`config.mk`:
```
export PLATFORM = sky130hd
export DESIGN_NAME = chimera_clu_pwr_ctrl
export DESIGN_NICKNAME = d
export VERILOG_FILES = /design/src/rtl/chimera_pkg.sv /design/src/rtl/chimera_clu_pwr_fsm.sv /design/src/rtl/chimera_clu_pwr_ctrl.sv
export SDC_FILE = /design/constraint.sdc
export NUM_CORES = 1
export LEC_CHECK = 0
export CAP_MARGIN = 20
export CORE_MARGIN = 2
export CORE_UTILIZATION = 37
export DETAILED_ROUTE_END_ITERATION = 16
export PLACE_DENSITY = 0.58
export SLEW_MARGIN = 20
export SYNTH_ARGS = -nofsm -noshare
export SYNTH_HDL_FRONTEND = slang
export SYNTH_HIERARCHICAL = 1
export SYNTH_SLANG_ARGS = --single-unit
export TNS_END_PERCENT = 100
```
`constraint.sdc`:
```
create_clock -name soc_clk_i -period 2.5 [get_ports soc_clk_i]
set_input_delay 0.5 -clock soc_clk_i [delete_from_list [all_inputs] [get_ports soc_clk_i]]
set_output_delay 0.5 -clock soc_clk_i [all_outputs]
set_load 0.05 [all_outputs]
```
`src/rtl/chimera_pkg.sv`:
```
// Shared types and defaults for the Chimera cluster power sequencer.
package chimera_pkg;

   localparam int unsigned ExtClusters      = 2;
   localparam int unsigned DefRstHoldCycles = 4;
   localparam int unsigned DefSettleCycles  = 2;
   localparam int unsigned DefTimeoutCycles = 1024;

   typedef enum logic [2:0] {
      CLU_OFF     = 3'd0,
      CLU_CLK_ON  = 3'd1,
      CLU_RST_REL = 3'd2,
      CLU_DEISO   = 3'd3,
      CLU_ON      = 3'd4,
      CLU_ISO     = 3'd5,
      CLU_RST_ON  = 3'd6
   } clu_pwr_state_e;

   // Per-cluster output bundle, registered once per cycle from the state.
   typedef struct packed {
      logic isolate;
      logic clk_en;
      logic rst_n;
      logic busy;
      logic on;
   } clu_pwr_out_t;

   function automatic clu_pwr_out_t decode_state(clu_pwr_state_e s);
      clu_pwr_out_t o;
      o = '{isolate: 1'b1, clk_en: 1'b0, rst_n: 1'b0, busy: 1'b0, on: 1'b0};
      case (s)
         CLU_OFF:     o = '{isolate: 1'b1, clk_en: 1'b0, rst_n: 1'b0, busy: 1'b0, on: 1'b0};
         CLU_CLK_ON:  o = '{isolate: 1'b1, clk_en: 1'b1, rst_n: 1'b0, busy: 1'b1, on: 1'b0};
         CLU_RST_REL: o = '{isolate: 1'b1, clk_en: 1'b1, rst_n: 1'b1, busy: 1'b1, on: 1'b0};
         CLU_DEISO:   o = '{isolate: 1'b0, clk_en: 1'b1, rst_n: 1'b1, busy: 1'b1, on: 1'b0};
         CLU_ON:      o = '{isolate: 1'b0, clk_en: 1'b1, rst_n: 1'b1, busy: 1'b0, on: 1'b1};
         CLU_ISO:     o = '{isolate: 1'b1, clk_en: 1'b1, rst_n: 1'b1, busy: 1'b1, on: 1'b0};
         CLU_RST_ON:  o = '{isolate: 1'b1, clk_en: 1'b1, rst_n: 1'b0, busy: 1'b1, on: 1'b0};
         default:     o = '{isolate: 1'b1, clk_en: 1'b0, rst_n: 1'b0, busy: 1'b0, on: 1'b0};
      endcase
      return o;
   endfunction

   function automatic int unsigned max3(int unsigned a, int unsigned b, int unsigned c);
      int unsigned m;
      m = (a > b) ? a : b;
      return (m > c) ? m : c;
   endfunction

endpackage

```
`src/rtl/chimera_clu_pwr_fsm.sv`:
```
// Single-cluster isolation / clock / reset sequencer with timeout flag.
module chimera_clu_pwr_fsm
   import chimera_pkg::*;
#(
   parameter bit          BootOn        = 1'b0,
   parameter bit          IsoPresent    = 1'b1,
   parameter int unsigned RstHoldCycles = DefRstHoldCycles,
   parameter int unsigned SettleCycles  = DefSettleCycles,
   parameter int unsigned TimeoutCycles = DefTimeoutCycles
) (
   input  logic clk,
   input  logic rst_n,
   input  logic en,
   input  logic err_clr,
   input  logic isolated,
   output logic isolate,
   output logic clk_en,
   output logic clu_rst_n,
   output logic busy,
   output logic on,
   output logic err
);

   localparam int unsigned MaxCycles = max3(RstHoldCycles, SettleCycles, TimeoutCycles);
   localparam int unsigned CntW      = $clog2(MaxCycles + 1);
   typedef logic [CntW-1:0] cnt_t;

   localparam cnt_t RstHoldLd = cnt_t'(RstHoldCycles);
   localparam cnt_t SettleLd  = cnt_t'(SettleCycles);
   localparam cnt_t TimeoutLd = cnt_t'(TimeoutCycles);
   localparam cnt_t CntOne    = cnt_t'(1);
   localparam clu_pwr_state_e BootState = BootOn ? CLU_ON : CLU_OFF;

   clu_pwr_state_e state, state_nxt;
   cnt_t           cnt, cnt_nxt;
   clu_pwr_out_t   outs;
   logic           expire;
   logic           iso_done, deiso_done;

   // Without isolation cells the handshake completes immediately.
   assign iso_done   = IsoPresent ? isolated  : 1'b1;
   assign deiso_done = IsoPresent ? !isolated : 1'b1;

   // Next state and counter; a timed state exits on the cycle its count is 1.
   always_comb begin
      state_nxt = state;
      cnt_nxt   = (cnt > CntOne) ? cnt - CntOne : cnt;
      expire    = 1'b0;
      case (state)
         CLU_OFF: if (en) begin
            state_nxt = CLU_CLK_ON;
            cnt_nxt   = RstHoldLd;
         end
         CLU_CLK_ON: if (cnt == CntOne) begin
            state_nxt = CLU_RST_REL;
            cnt_nxt   = SettleLd;
         end
         CLU_RST_REL: if (cnt == CntOne) begin
            state_nxt = CLU_DEISO;
            cnt_nxt   = '0;
         end
         CLU_DEISO: if (deiso_done) state_nxt = CLU_ON;
         CLU_ON: if (!en) begin
            state_nxt = CLU_ISO;
            cnt_nxt   = TimeoutLd;
         end
         CLU_ISO: begin
            // Abort wins over completion; on timeout we stay isolated with the clock running.
            if (en) begin
               state_nxt = CLU_DEISO;
               cnt_nxt   = '0;
            end else if (iso_done) begin
               state_nxt = CLU_RST_ON;
               cnt_nxt   = RstHoldLd;
            end else if (cnt == CntOne) begin
               expire  = 1'b1;
               cnt_nxt = '0;
            end
         end
         CLU_RST_ON: if (cnt == CntOne) begin
            state_nxt = CLU_OFF;
            cnt_nxt   = '0;
         end
         default: begin
            state_nxt = CLU_OFF;
            cnt_nxt   = '0;
         end
      endcase
   end

   // State and counter registers.
   always_ff @(posedge clk) begin
      if (!rst_n) begin
         state <= BootState;
         cnt   <= '0;
      end else begin
         state <= state_nxt;
         cnt   <= cnt_nxt;
      end
   end

   // Sticky timeout flag; a set in the same cycle as a clear wins.
   always_ff @(posedge clk) begin
      if (!rst_n)       err <= 1'b0;
      else if (expire)  err <= 1'b1;
      else if (err_clr) err <= 1'b0;
   end

   // Output register, one cycle behind the state.
   always_ff @(posedge clk) begin
      if (!rst_n) outs <= decode_state(BootState);
      else        outs <= decode_state(state);
   end

   assign isolate   = outs.isolate;
   assign clk_en    = outs.clk_en;
   assign clu_rst_n = outs.rst_n;
   assign busy      = outs.busy;
   assign on        = outs.on;

endmodule

```
`src/rtl/chimera_clu_pwr_ctrl.sv`:
```
// Per-cluster power sequencer array between the register file and cluster domains.
module chimera_clu_pwr_ctrl
   import chimera_pkg::*;
#(
   parameter int unsigned            NumClusters   = ExtClusters,
   parameter logic [NumClusters-1:0] BootOn        = '0,
   parameter bit                     IsoPresent    = 1'b1,
   parameter int unsigned            RstHoldCycles = DefRstHoldCycles,
   parameter int unsigned            SettleCycles  = DefSettleCycles,
   parameter int unsigned            TimeoutCycles = DefTimeoutCycles
) (
   input  logic                   soc_clk_i,
   input  logic                   rst_ni,
   input  logic [NumClusters-1:0] en_i,
   input  logic [NumClusters-1:0] err_clr_i,
   input  logic [NumClusters-1:0] isolated_i,
   output logic [NumClusters-1:0] isolate_o,
   output logic [NumClusters-1:0] clu_clk_en_o,
   output logic [NumClusters-1:0] clu_rst_no,
   output logic [NumClusters-1:0] busy_o,
   output logic [NumClusters-1:0] on_o,
   output logic [NumClusters-1:0] err_o
);

   for (genvar i = 0; i < NumClusters; i++) begin : g_clu
      chimera_clu_pwr_fsm #(
         .BootOn        (BootOn[i]),
         .IsoPresent    (IsoPresent),
         .RstHoldCycles (RstHoldCycles),
         .SettleCycles  (SettleCycles),
         .TimeoutCycles (TimeoutCycles)
      ) u_fsm (
         .clk       (soc_clk_i),
         .rst_n     (rst_ni),
         .en        (en_i[i]),
         .err_clr   (err_clr_i[i]),
         .isolated  (isolated_i[i]),
         .isolate   (isolate_o[i]),
         .clk_en    (clu_clk_en_o[i]),
         .clu_rst_n (clu_rst_no[i]),
         .busy      (busy_o[i]),
         .on        (on_o[i]),
         .err       (err_o[i])
      );
   end

endmodule
```
==> results of run 1 <==
-- Yosys cell counts, types with 2 or more instances --
| cell type | count | area share, % |
|---|---|---|
| nand2_1 | 16 | 2.4 |
| a211oi_1 | 5 | 1.5 |
| a21oi_1 | 16 | 3.2 |
| and2_1 | 2 | 0.50 |
| o21ai_0 | 10 | 2.0 |
| or4_4 | 2 | 0.91 |
| dfxtp_1 | 40 | 32 |
| nor3_1 | 15 | 3.0 |
| ha_1 | 12 | 6.0 |
| o211ai_1 | 3 | 0.91 |
| nor3b_1 | 2 | 0.60 |
| o21ai_1 | 3 | 0.60 |
| buf_2 | 4 | 0.81 |
| a31oi_1 | 5 | 1.3 |
| buf_1 | 2 | 0.30 |
| or3_1 | 8 | 2.0 |
| o31ai_1 | 2 | 0.60 |
| o21a_1 | 2 | 0.60 |
| and3_1 | 5 | 1.3 |
| clkbuf_1 | 10 | 1.5 |
| mux2i_1 | 3 | 1.2 |
| o221ai_1 | 3 | 1.1 |
| nor2_1 | 25 | 3.8 |
| xor2_1 | 4 | 1.4 |
| a221oi_1 | 8 | 2.8 |
| nand3_1 | 9 | 1.8 |
| o32ai_4 | 2 | 2.2 |
| or4_1 | 2 | 0.60 |
| nor2b_1 | 12 | 3.0 |
| xnor2_1 | 3 | 1.1 |
| or3b_1 | 2 | 0.70 |
| a311oi_1 | 3 | 1.1 |
| nand2b_1 | 6 | 1.5 |
| o311a_1 | 2 | 0.81 |
| nand3b_1 | 4 | 1.2 |
| inv_1 | 18 | 2.7 |
| nor4b_1 | 2 | 0.70 |
| a21boi_0 | 2 | 0.60 |
| nor4_1 | 5 | 1.3 |
-- flip-flops by register name, indices dropped and copies added (netlist names) --
| register | count |
|---|---|
| g_clu.u_fsm/busy | 2 |
| g_clu.u_fsm/clk_en | 2 |
| g_clu.u_fsm/clu_rst_n | 2 |
| g_clu.u_fsm/cnt | 22 |
| g_clu.u_fsm/err | 2 |
| g_clu.u_fsm/isolate | 2 |
| g_clu.u_fsm/on | 2 |
| g_clu.u_fsm/state | 6 |
-- where the power goes --
group          internal [mW]  switching, mW
sequential             0.824          0.194
combinational           1.14           1.51
clock                  0.190          0.211
-- worst max-delay path: stages (launching register included) --
cell and delay [ns]:
dfxtp_1 0.43, ha_1 0.25, or4b_4 0.52, nor3_2 0.29, a22o_1 0.40, a2111oi_0 0.16
-- cell type report --
type | instances | area, sq um | share of cell area [%]
timing repair buffer | 28 | 258 | 9.07
clock inverter | 1 | 5.00 | 0.176
inverter | 18 | 67.6 | 2.38
tap | 77 | 96.3 | 3.39
sequential | 40 | 801 | 28.2
clock buffer | 6 | 72.6 | 2.55
multi-input combinational | 225 | 1540 | 54.2
-- path summary, 6_finish.rpt --
kind	startpoint	end	slack, ns
setup / recovery	g_clu[0].u_fsm/cnt[0]	g_clu[0].u_fsm/cnt[0]	0.31
hold / removal	g_clu[0].u_fsm/err	g_clu[0].u_fsm/err	0.47
setup reg to reg	g_clu[0].u_fsm/cnt[0]	g_clu[0].u_fsm/cnt[0]	0.31
hold reg to reg	g_clu[0].u_fsm/err	g_clu[0].u_fsm/err	0.47
-- cell families (layout without fill, tap and decap cells) --
kind of cell,Yosys count,in the layout
AO/OA/AOI/OAI,77,77
XOR/XNOR,7,7
adder cells (fa/ha/maj),12,12
buffers and inverters,35,53
flip-flops,40,40
multiplexers,3,3
AND/OR/NAND/NOR,126,126
-- routing by layer --
layer | GRT usage [%] | wire length [microns] | vias up
met5 | 0 | 0 | -
met4 | 5.77 | 98 | 0
met3 | 2.98 | 230 | 6
met2 | 23.0 | 2310 | 50
met1 | 23.0 | 2780 | 1036
li1 | - | - | 1140
-- per-stage QoR --
| stage | cell area, sq um | util, % | instances |
|---|---|---|---|
| 3_3_place_gp | 2760 | 43.0 | 388 |
| 5_1_grt | 2840 | 44.2 | 395 |
| 2_1_floorplan | 2490 | - | 300 |
| 3_5_place_dp | 2760 | 43.0 | 388 |
| 6_report | 2840 | 44.2 | 395 |
| 4_1_cts | 2840 | 44.2 | 395 |
-- cells in the final DEF (no fill, tap or decap), drive strengths merged, types with 12 or more instances in the layout --
master         netlist  routed
clkdlybuf4s50        0      19
o21ai               13      13
nor3                16      16
a21oi               16      16
nor2b               12      12
ha                  12      12
dfxtp               40      40
nor2                25      25
inv                 18      18
nand2               16      16
==> flow_metrics.tcl, run 1 <==
set metrics [dict create \
    reg2reg_depth 5 \
    ys_types 60 \
    slew_headroom_pct 62.0 \
    worst_hold_path_type "reg2reg" \
    drc_errors 0 \
    fp-row-count 29 \
    leakagePower_nw 1.08 \
    design.core.area_sq_um 6420 \
    start_util_pct 38.7 \
    status "complete, no violations" \
    holdPathStages 2 \
    wl_per_cell_microns 13.7 \
    async_flop_share_pct 0 \
    numCtsBuffers 5 \
    worstSkewPairLatency_ns 0.28 \
    dieHeight_microns 86.0 \
    holdBufCountCts 0 \
    clock-root-buffer "clkbuf_8" \
    fmax_ghz 0.456 \
    ir_drop_uv 741 \
    skew_ns 0.00441 \
    synth_ff_type "dfxtp_1" \
    grt_first_pass_wirelength_microns 9580 \
    synth_top_family_by_area "simple AND/OR/NAND/NOR gates" \
    path_clk_slew_ns 0.08 \
    gp_congestion 0.809 \
    synth_compound_area_share_pct 22.9 \
    hold_viol 0 \
    cp-start-kind "flip-flop" \
    drive_above_1_share_pct 8.49 \
    grt.total_usage_pct 15.8 \
    vias_per_cell 5.65 \
    p_total_mw 4.06 \
    worstPathRequired_ns 2.65 \
    area_delta_synth_final_pct 14.3 \
    dp_worst_setup_slack_ns 0.261 \
    postRouteAntennaNets 0 \
    finalNetCount 338 \
    dieArea_sq_um 7390 \
    synthSimpleGateAreaFrac_pct 29.3 \
    yosys_warnings 6 \
    synth-xor-area-share_pct 2.47 \
    io_buffers 19 \
    htree_levels 2 \
    grt_pass1_vias 2077 \
    clockBufferDepth 2 \
    cts_setup_buffers 0 \
    routed_wl_microns 5410 \
    crit_fanout 9 \
    ys_seq_elements 40 \
    yosysSeqAreaShare_pct 32.2 \
    setup_violations 0 \
    fp.dieW_microns 86.0 \
    cts_resized 0 \
    antenna_found_initial 0 \
    drt_first_pass_iters 4 \
    clkSinkCount 40 \
    synth_edf_count 0 \
    cts_tree "yes" \
    p_per_area_nw_per_um2 1430 \
    drt_iter0_drc 117 \
    criticalPathCategory "reg2reg" \
    hold_slack_ns 0.475 \
    setup-tns-final_ns 0 \
    tightest_slew_ns 0.570 \
    grt_max_degree 18 \
    overflow 0 \
    synthAdderAreaFrac_pct 6.04 \
    final.period_utilization_pct 87.7 \
    ioPinCount 20 \
    num_vias 2232 \
    cp.arrival_ns 2.34 \
    rsz0062_at_grt "no" \
    cp-end-kind "flip-flop" \
    setup_ws_ns 0.308 \
    report.final.slew_viol_count 0 \
    mappedNetlistArea_sq_um 2490 \
    synth_mux_area_share_pct 1.21 \
    layout_min_cycle_time_ns 2.19 \
    synth_nets 320 \
    synth_area_per_cell_sq_um 8.29 \
    drv_cap 0 \
    nFillCells 629 \
    antennaDiodeCount 0 \
    hpwl_microns 3900 \
    syn_inst 300 \
]
Note: power is estimated with default switching activity, not from simulation.
==> inputs of run 2 (changes only) <==
--- a/config.mk
+++ b/config.mk
@@ -9,6 +9,7 @@
 export CORE_MARGIN = 2
 export CORE_UTILIZATION = 37
 export DETAILED_ROUTE_END_ITERATION = 16
+export HOLD_SLACK_MARGIN = 0.12
 export PLACE_DENSITY = 0.58
 export SLEW_MARGIN = 20
 export SYNTH_ARGS = -nofsm -noshare
==> results of run 2 <==
Final layout, timing and power as in run 1 (identical DEF).
==> inputs of run 3 (changes only) <==
--- a/config.mk
+++ b/config.mk
@@ -9,7 +9,6 @@
 export CORE_MARGIN = 2
 export CORE_UTILIZATION = 37
 export DETAILED_ROUTE_END_ITERATION = 16
-export HOLD_SLACK_MARGIN = 0.12
 export PLACE_DENSITY = 0.58
 export SLEW_MARGIN = 20
 export SYNTH_ARGS = -nofsm -noshare
==> results of run 3 <==
Final layout, timing and power as in run 1 (identical DEF).
